File: config.mk
export PLATFORM = sky130hd
export DESIGN_NAME = dram_arbiter
export DESIGN_NICKNAME = d
export VERILOG_FILES = /design/src/rtl/dram_arb_pkg.sv /design/src/rtl/dram_arb_starve_cnt.sv /design/src/rtl/dram_arbiter.sv
export SDC_FILE = /design/constraint.sdc
export NUM_CORES = 1
export LEC_CHECK = 0
export ABC_AREA = 1
export BUFFER_PORTS_ARGS = -buffer_cell sky130_fd_sc_hd__buf_2
export CORE_ASPECT_RATIO = 1.4
export CORE_MARGIN = 5
export CORE_UTILIZATION = 30
export DETAILED_ROUTE_END_ITERATION = 12
export PLACE_DENSITY = 0.72
export SYNTH_ARGS = -nofsm -noshare
export SYNTH_HDL_FRONTEND = slang
export SYNTH_SLANG_ARGS = --single-unit
File: constraint.sdc
create_clock -name clk -period 2.75 [get_ports clk]
set_input_delay 0.6875 -clock clk [delete_from_list [all_inputs] [get_ports clk]]
set_output_delay 0.6875 -clock clk [all_outputs]
set_load 0.02 [all_outputs]
File: src/rtl/dram_arb_pkg.sv
// Shared types and sizing helpers for the data-RAM arbiter.
// Used by dram_arbiter and its optional starvation counter.
package dram_arb_pkg;

   localparam int DRAM_ADDR_W = 6;
   localparam int DRAM_DATA_W = 32;

   typedef enum logic [0:0] {
      ARB_IDLE = 1'b0,
      ARB_ACK  = 1'b1
   } arb_state_e;

   // Counter wide enough to hold 0..lim inclusive.
   function automatic int cnt_w(input int lim);
      return (lim < 1) ? 1 : $clog2(lim + 1);
   endfunction

endpackage

File: src/rtl/dram_arb_starve_cnt.sv
// Saturating denied-request counter; sat_o flags that the limit was reached.
// Clear has priority over increment; state is cleared by reset.
module dram_arb_starve_cnt
   import dram_arb_pkg::*;
#(
   parameter int LIM = 8
) (
   input  logic clk,
   input  logic reset,
   input  logic inc_i,
   input  logic clr_i,
   output logic sat_o
);

   localparam int W = cnt_w(LIM);
   localparam logic [W-1:0] LIM_W = W'(LIM);

   logic [W-1:0] cnt_q, cnt_d;

   always_comb begin
      cnt_d = cnt_q;
      if (clr_i) begin
         cnt_d = '0;
      end else if (inc_i && (cnt_q != LIM_W)) begin
         cnt_d = cnt_q + 1'b1;
      end
   end

   always_ff @(posedge clk or posedge reset) begin
      if (reset) begin
         cnt_q <= '0;
      end else begin
         cnt_q <= cnt_d;
      end
   end

   assign sat_o = (cnt_q == LIM_W);

endmodule

File: src/rtl/dram_arbiter.sv
// Data-RAM arbiter: MEM stage has priority, external port uses req/ack.
// Optional starvation guard (DRAM_ARB_STARVE_EN) forces a one-cycle external grant.
module dram_arbiter
   import dram_arb_pkg::*;
#(
   parameter int ADDR_W     = DRAM_ADDR_W,
   parameter int DATA_W     = DRAM_DATA_W,
   parameter int STARVE_LIM = 8
) (
   input  logic              clk,
   input  logic              reset,
   input  logic              cpu_we,
   input  logic              cpu_re,
   input  logic [ADDR_W-1:0] cpu_addr,
   input  logic [DATA_W-1:0] cpu_wdata,
   output logic [DATA_W-1:0] cpu_rdata,
   output logic              cpu_stall,
   input  logic              ext_req,
   input  logic              ext_we,
   input  logic [ADDR_W-1:0] ext_addr,
   input  logic [DATA_W-1:0] ext_wdata,
   output logic              ext_ack,
   output logic [DATA_W-1:0] ext_rdata,
   output logic              ram_we,
   output logic [ADDR_W-1:0] ram_addr,
   output logic [DATA_W-1:0] ram_din,
   input  logic [DATA_W-1:0] ram_dout
);

   arb_state_e        state_q, state_d;
   logic [DATA_W-1:0] ext_rdata_q, ext_rdata_d;
   logic              cpu_busy;
   logic              force_grant;
   logic              grant_ext;

   assign cpu_busy = cpu_we | cpu_re;

   // Reset gates the grant so the RAM stays with the CPU while reset is held.
   assign grant_ext = !reset && (state_q == ARB_IDLE) && ext_req
                      && (!cpu_busy || force_grant);

`ifdef DRAM_ARB_STARVE_EN
   dram_arb_starve_cnt #(
      .LIM (STARVE_LIM)
   ) u_starve_cnt (
      .clk   (clk),
      .reset (reset),
      .inc_i ((state_q == ARB_IDLE) && ext_req && !grant_ext),
      .clr_i (grant_ext),
      .sat_o (force_grant)
   );
   assign cpu_stall = grant_ext & cpu_busy;
`else
   logic unused_cfg;
   assign unused_cfg  = (STARVE_LIM < 1);
   assign force_grant = 1'b0;
   assign cpu_stall   = 1'b0;
`endif

   always_comb begin
      if (grant_ext) begin
         ram_addr = ext_addr;
         ram_we   = ext_we;
         ram_din  = ext_wdata;
      end else begin
         ram_addr = cpu_addr;
         ram_we   = cpu_we & !cpu_stall;
         ram_din  = cpu_wdata;
      end
   end

   always_comb begin
      state_d     = ARB_IDLE;
      ext_rdata_d = ext_rdata_q;
      if (grant_ext) begin
         state_d     = ARB_ACK;
         ext_rdata_d = ram_dout;
      end
   end

   always_ff @(posedge clk or posedge reset) begin
      if (reset) begin
         state_q     <= ARB_IDLE;
         ext_rdata_q <= '0;
      end else begin
         state_q     <= state_d;
         ext_rdata_q <= ext_rdata_d;
      end
   end

   assign ext_ack   = (state_q == ARB_ACK);
   assign ext_rdata = ext_rdata_q;
   assign cpu_rdata = ram_dout;

endmodule

---- Word-level counts from Yosys, hierarchy flattened ----
Cells that the tools add are included.
cells by class
  bitwise gates (word level) .............. 2
  muxes and demuxes ....................... 4
  reduce and logical (&&, ||, !) cells .... 5
operators with widths
  kind               count
  32-bit 2-to-1 mux  1
  6-bit 2-to-1 mux   1
  1-bit logical AND  3
  1-bit zero test    2
  1-bit 2-to-1 mux   2
  1-bit NOT          1
  1-bit bitwise OR   1
word-level totals
  register bits after elaboration ......... 33
  input bits .............................. 114

---- Logic depth before layout (Yosys ltp) ----
Gate-level depths: netlist of the first run.
  word-level depth ........................ 5
  depth in mapped cells ................... 5
  gate-level depth less buffers ........... 4

---- Worst setup path after synthesis of the first run ----
OpenSTA, ideal clock, no wires.
  path kind ............................... input to output
  start ................................... input port cpu_re
  end ..................................... output port ram_addr[0]
  path buffers ............................ 1
  arrival ................................. 1431 ps
  slack ................................... 632 ps
  stages .................................. 4
  cells stage by stage .................... nor2_4 -> clkbuf_1 -> nand4_1 -> nand2_1
on the way
  word-level cells in the longest chain between the ends .. 4
RTL lines
  element             RTL line            text
  start: declaration  dram_arbiter.sv:13  input logic cpu_re,
  1-bit bitwise OR    dram_arbiter.sv:36  assign cpu_busy = cpu_we | cpu_re;
  1-bit zero test     dram_arbiter.sv:40  && (!cpu_busy || force_grant);
  1-bit logical AND   dram_arbiter.sv:40
  6-bit 2-to-1 mux    dram_arbiter.sv:61  if (grant_ext) begin
  end: declaration    dram_arbiter.sv:25  output logic [ADDR_W-1:0] ram_addr,
Every way passes these cells.

---- Worst setup path after layout of the first run ----
  start ................................... input port reset
  end ..................................... output port ram_addr[4]
on the way
  word-level cells in the longest chain between the ends .. 5
RTL lines
  element                         RTL line            text
  start: declaration              dram_arbiter.sv:11  input logic reset,
  1-bit zero test (no line)       n/a
  1-bit logical AND (2 in a row)  dram_arbiter.sv:39  assign grant_ext = !reset && (state_q == ARB_IDLE) && ext_req
  1-bit logical AND               dram_arbiter.sv:40
  6-bit 2-to-1 mux                dram_arbiter.sv:61
Every way passes these cells.

==> results of run 1 <==
[cell usage after synthesis]
library cell / instances
buf_1: 5
buf_2: 12
buf_4: 33
clkbuf_1: 12
conb_1: 1
dfrtp_1: 33
inv_1: 3
nand2_1: 141
nand3_2: 1
nand4_1: 71
nor2_4: 2
[layout make-up]
cell class	instances	area (µm²)
Sequential cell	33	826
Tap cell	97	121
Inverter	3	11.3
Fill cell	751	3980
Clock inverter	2	37.5
Multi-Input combinational cell	216	1010
Timing Repair Buffer	229	1200
Clock buffer	6	82.6
[through the flow]
stage,utilization [%],std cells
after detailed placement,43.6,578
after floorplan,-,314
final,45.3,586
after global routing,45.3,586
after global placement,43.6,578
after CTS,45.3,586
[power by group]
group | leakage [nW] | switching, mW | internal, mW
Sequential | 0.418 | 0.0441 | 0.575
Combinational | 1.56 | 0.422 | 0.228
Clock | 0.0574 | 0.177 | 0.295
[layer usage]
layer  part of all wire [%]  vias to the layer above  global-route usage (%)
met1                     38                     1244                    19.5
met3                    8.4                       12                    3.07
met5                      0                        -                       0
li1                       -                     1376                       -
met4                    1.9                        0                    5.34
met2                     51                      133                    28.4
[registers in the layout, summed over array words and instances, names as in the netlist]
| name | flops |
|---|---|
| ext_rdata | 32 |
| ext_ack | 1 |
[worst max-delay path, delay by kind of cell]
family	cells	cell delay, ns
buf+inv	3	0.65
simple gates	3	0.42
[cells by family after synthesis]
family / Yosys count / share of synthesized area (%)
other: 1 / 0.169
flip-flops: 33 / 37.2
buffers and inverters: 65 / 17.3
AND/OR/NAND/NOR: 215 / 45.3
[worst paths after layout]
check,start,slack [ns],to
worst min-delay path,ext_rdata[14]$_DFFE_PP0P_,0.46,ext_rdata[14]$_DFFE_PP0P_
max in group asynchronous,reset,1.92,ext_ack$_DFF_PP0_
min in group asynchronous,reset,0.52,ext_rdata[16]$_DFFE_PP0P_
worst max-delay path,reset,0.29,ram_addr[4]
worst min register to register,ext_rdata[14]$_DFFE_PP0P_,0.46,ext_rdata[14]$_DFFE_PP0P_
worst max register to register,ext_ack$_DFF_PP0_,1.37,ext_rdata[22]$_DFFE_PP0P_
==> metrics, run 1 <==
outcome finished, final reports clean; Die Ht 112 µm; Cell Area, Synth 0.00222 mm²; fin area 0.00329 mm²; Post-CTS Hold Fix Bufs 0; setup bufs post-CTS 0; DRT Pass-1 Iters 4; commonest non-fill, non-tap cell in the layout buf_2; drt initial violations 107; GP Congestion 0.899; setup ws final 0.285 ns; Ports 219; commonest cells after routing, fill and taps aside buf_2, nand2_1, nand4_1; leakage power 2.04 nW; vias per std cell 4.72; final worst path period share 89.6%; RSZ-0062 raised after global routing false; starting density of the core 30.5%; Finish-stage setup viols 0; Synth area leader dfrtp_1; CP Max Fanout 40; total power 1.74 mW; Core ar. 0.00727 mm²; Worst Path Required 2.06 ns; clock slew at reported path FFs 0.06 ns; CP max stage cell buf_4; Seq/Total Area, Yosys 37.2%; Routed Antenna Nets 0; PwrDens 529 mW/mm²; Post-Place Setup Slack 0.282 ns; Via Count 2765; TNS Setup 0 ns; critical path class in -> out; Avg Inst Size Synth 7.06 µm²; nets 602; Clock Skew 0.00665 ns; ANT cells 0; Cell Area, Placed 0.00317 mm²; Clk Latency, worst-skew pair 0.28 ns; Final HPWL DP 6.16 mm; Max Freq 406 MHz; Max Slew Vio Count 0; vias in the first global route 2543; Mapped Nets 428; Row Count 37; Inserted Clock Buffers 5; Max clock buf depth 2; post-synthesis cell count 314; die width 82.7 µm; min cycle time layout 2.46 ns; Worst VDD drop 204 µV; synthesis-to-finish area growth 48.3%; top-area cell type share of the netlist area 37.2%; worst hold-check path type reg -> reg; per-cell routed wire length 13.5 µm; antenna violations before repair 0; worst stage delay on the critical path 0.37 ns; CTS tree done; Port Buffer Count 217; Netlist cell types 11; largest net degree at the start of global routing 72; total track usage 16.3%; post-CTS sizing 0; crit path launch type input pin; H-Tree Depth 2; share of cells above drive strength 1 49.1%; Die ar. 0.00924 mm²; Total Routed Length 7.94 mm; clock net sink count 33; Yosys Warn Count 0; worst reg2reg path depth 5; first-pass GRT wire length 12.0 mm; WP data arrival 1.78 ns; max_cap viols 0; kind of end point of the critical path primary output; root buffer cell clkbuf_8; most used cell, CP buf_2; worst hold margin 0.464 ns; total congestion overflow 0; hold depth 2; CP Cell Sequence buf_2 -> nor2_4 -> buf_4 -> nand4_1 -> nand2_1 -> buf_2; FF+latch count, synth 33; Final Hold Viols 0; top cells by area, synth dfrtp_1, nand2_1, nand4_1, buf_4, buf_2; DRC viols 0
Power figures use the tool's default switching activity.
==> run 2, diff against run 1 <==
- clock period: 2.75 -> 2.6 ns (I/O delays scaled with it)
==> metrics, run 2 (synthesis gave the netlist of run 1 again) <==
max reg flops 32; Port Buffer Count 217; Final HPWL DP 6.26 mm; Core ar. 0.00727 mm²; total congestion overflow 0; fin cells 583; Final Hold Viols 0; Total Routed Length 8.23 mm; DRT Pass-1 Iters 4; crit path to ram_din[0]; commonest cells after routing, fill and taps aside buf_2, nand2_1, nand4_1; dpl cells 575; PwrDens 558 mW/mm²; GP Congestion 0.860; Post-Place Setup Slack 0.342 ns; kind of end point of the critical path primary output; Die ar. 0.00924 mm²; Worst Path Required 1.95 ns; die width 82.7 µm; reg2reg end ext_rdata[17]$_DFFE_PP0P_; min cycle time layout 2.27 ns; Post-CTS Hold Fix Bufs 0; max_cap viols 0; setup ws final 0.328 ns; Via Count 2807; crit path launch type input pin; DRC viols 0; vias per std cell 4.81; Routed Antenna Nets 0; worst hold-check path type in -> async; first-pass GRT wire length 12.5 mm; Die Ht 112 µm; clock net sink count 33; Clock Skew 0.00868 ns; ANT cells 0; synthesis-to-finish area growth 48.2%; root buffer cell clkbuf_8; vias in the first global route 2624; Max Slew Vio Count 0; Worst VDD drop 252 µV; share of cells above drive strength 1 48.8%; Row Count 37; per-cell routed wire length 14.1 µm; nets 599; outcome finished, final reports clean; Ports 219; Max Freq 440 MHz; setup bufs post-CTS 0; CP Max Fanout 71; total track usage 17.1%; drt initial violations 206; starting density of the core 30.5%; TNS Setup 0 ns; commonest non-fill, non-tap cell in the layout buf_2; Max clock buf depth 2; antenna violations before repair 0; critical path class in -> out; leakage power 2.03 nW; post-CTS sizing 0; Finish-stage setup viols 0; WP data arrival 1.62 ns; RR Startpoint ext_ack$_DFF_PP0_; RSZ-0062 raised after global routing false; reg2reg setup slack 1.25 ns; final worst path period share 87.4%; H-Tree Depth 2; crit path from reset; CTS tree done; total power 1.83 mW; largest net degree at the start of global routing 72; clock slew at reported path FFs 0.08 ns; worst reg2reg path depth 6; Clk Latency, worst-skew pair 0.28 ns; Inserted Clock Buffers 5
==> run 2: power breakdown <==
part	internal, mW	total, mW	switching [mW]	leakage (nW)
logic	0.242	0.693	0.452	1.56
clock network	0.287	0.488	0.201	0.0543
registers	0.607	0.652	0.0446	0.418
==> run 2: worst min-delay path by stage <==
stage | start | slack, ns | endpoint
global route | reset | 0.29 | ext_ack$_DFF_PP0_
detailed placement | ext_rdata[15]$_DFFE_PP0P_ | 0.45 | ext_rdata[15]$_DFFE_PP0P_
floorplan | ext_rdata[3]$_DFFE_PP0P_ | 0.58 | ext_rdata[3]$_DFFE_PP0P_
finish | reset | 0.29 | ext_ack$_DFF_PP0_
global placement | ext_rdata[16]$_DFFE_PP0P_ | 0.45 | ext_rdata[16]$_DFFE_PP0P_
CTS | reset | 0.28 | ext_ack$_DFF_PP0_
==> run 2: layout make-up <==
cell class | count | area (µm²)
fillers | 758 | 3980
well taps | 97 | 121
flip-flops and latches | 33 | 826
multi-input cells | 216 | 1010
clock buffers | 5 | 68.8
clock inverters | 3 | 46.3
repair buffers | 226 | 1200
inverters | 3 | 11.3
==> run 2: stage by stage <==
| step | utilization (%) | instance area [µm²] | hold WS [ns] |
|---|---|---|---|
| floorplan | - | 2220 | 0.579 |
| global placement | 43.6 | 3170 | 0.450 |
| detailed placement | 43.6 | 3170 | 0.453 |
| CTS | 45.2 | 3290 | 0.280 |
| global route | 45.2 | 3290 | 0.292 |
| finish | 45.2 | 3290 | 0.288 |
==> run 2: routing by layer <==
layer  track usage (%)  part of all wire [%]
met4              6.43                   2.2
met3              4.13                   9.9
met2              29.3                    51
met1              20.0                    37
met5                 0                     0
==> run 2: worst max-delay path: stages <==
cell and delay [ns]:
buf_2 0.12, nor2_4 0.12, buf_12 0.29, nand4_1 0.13
nand2_1 0.11, buf_2 0.17
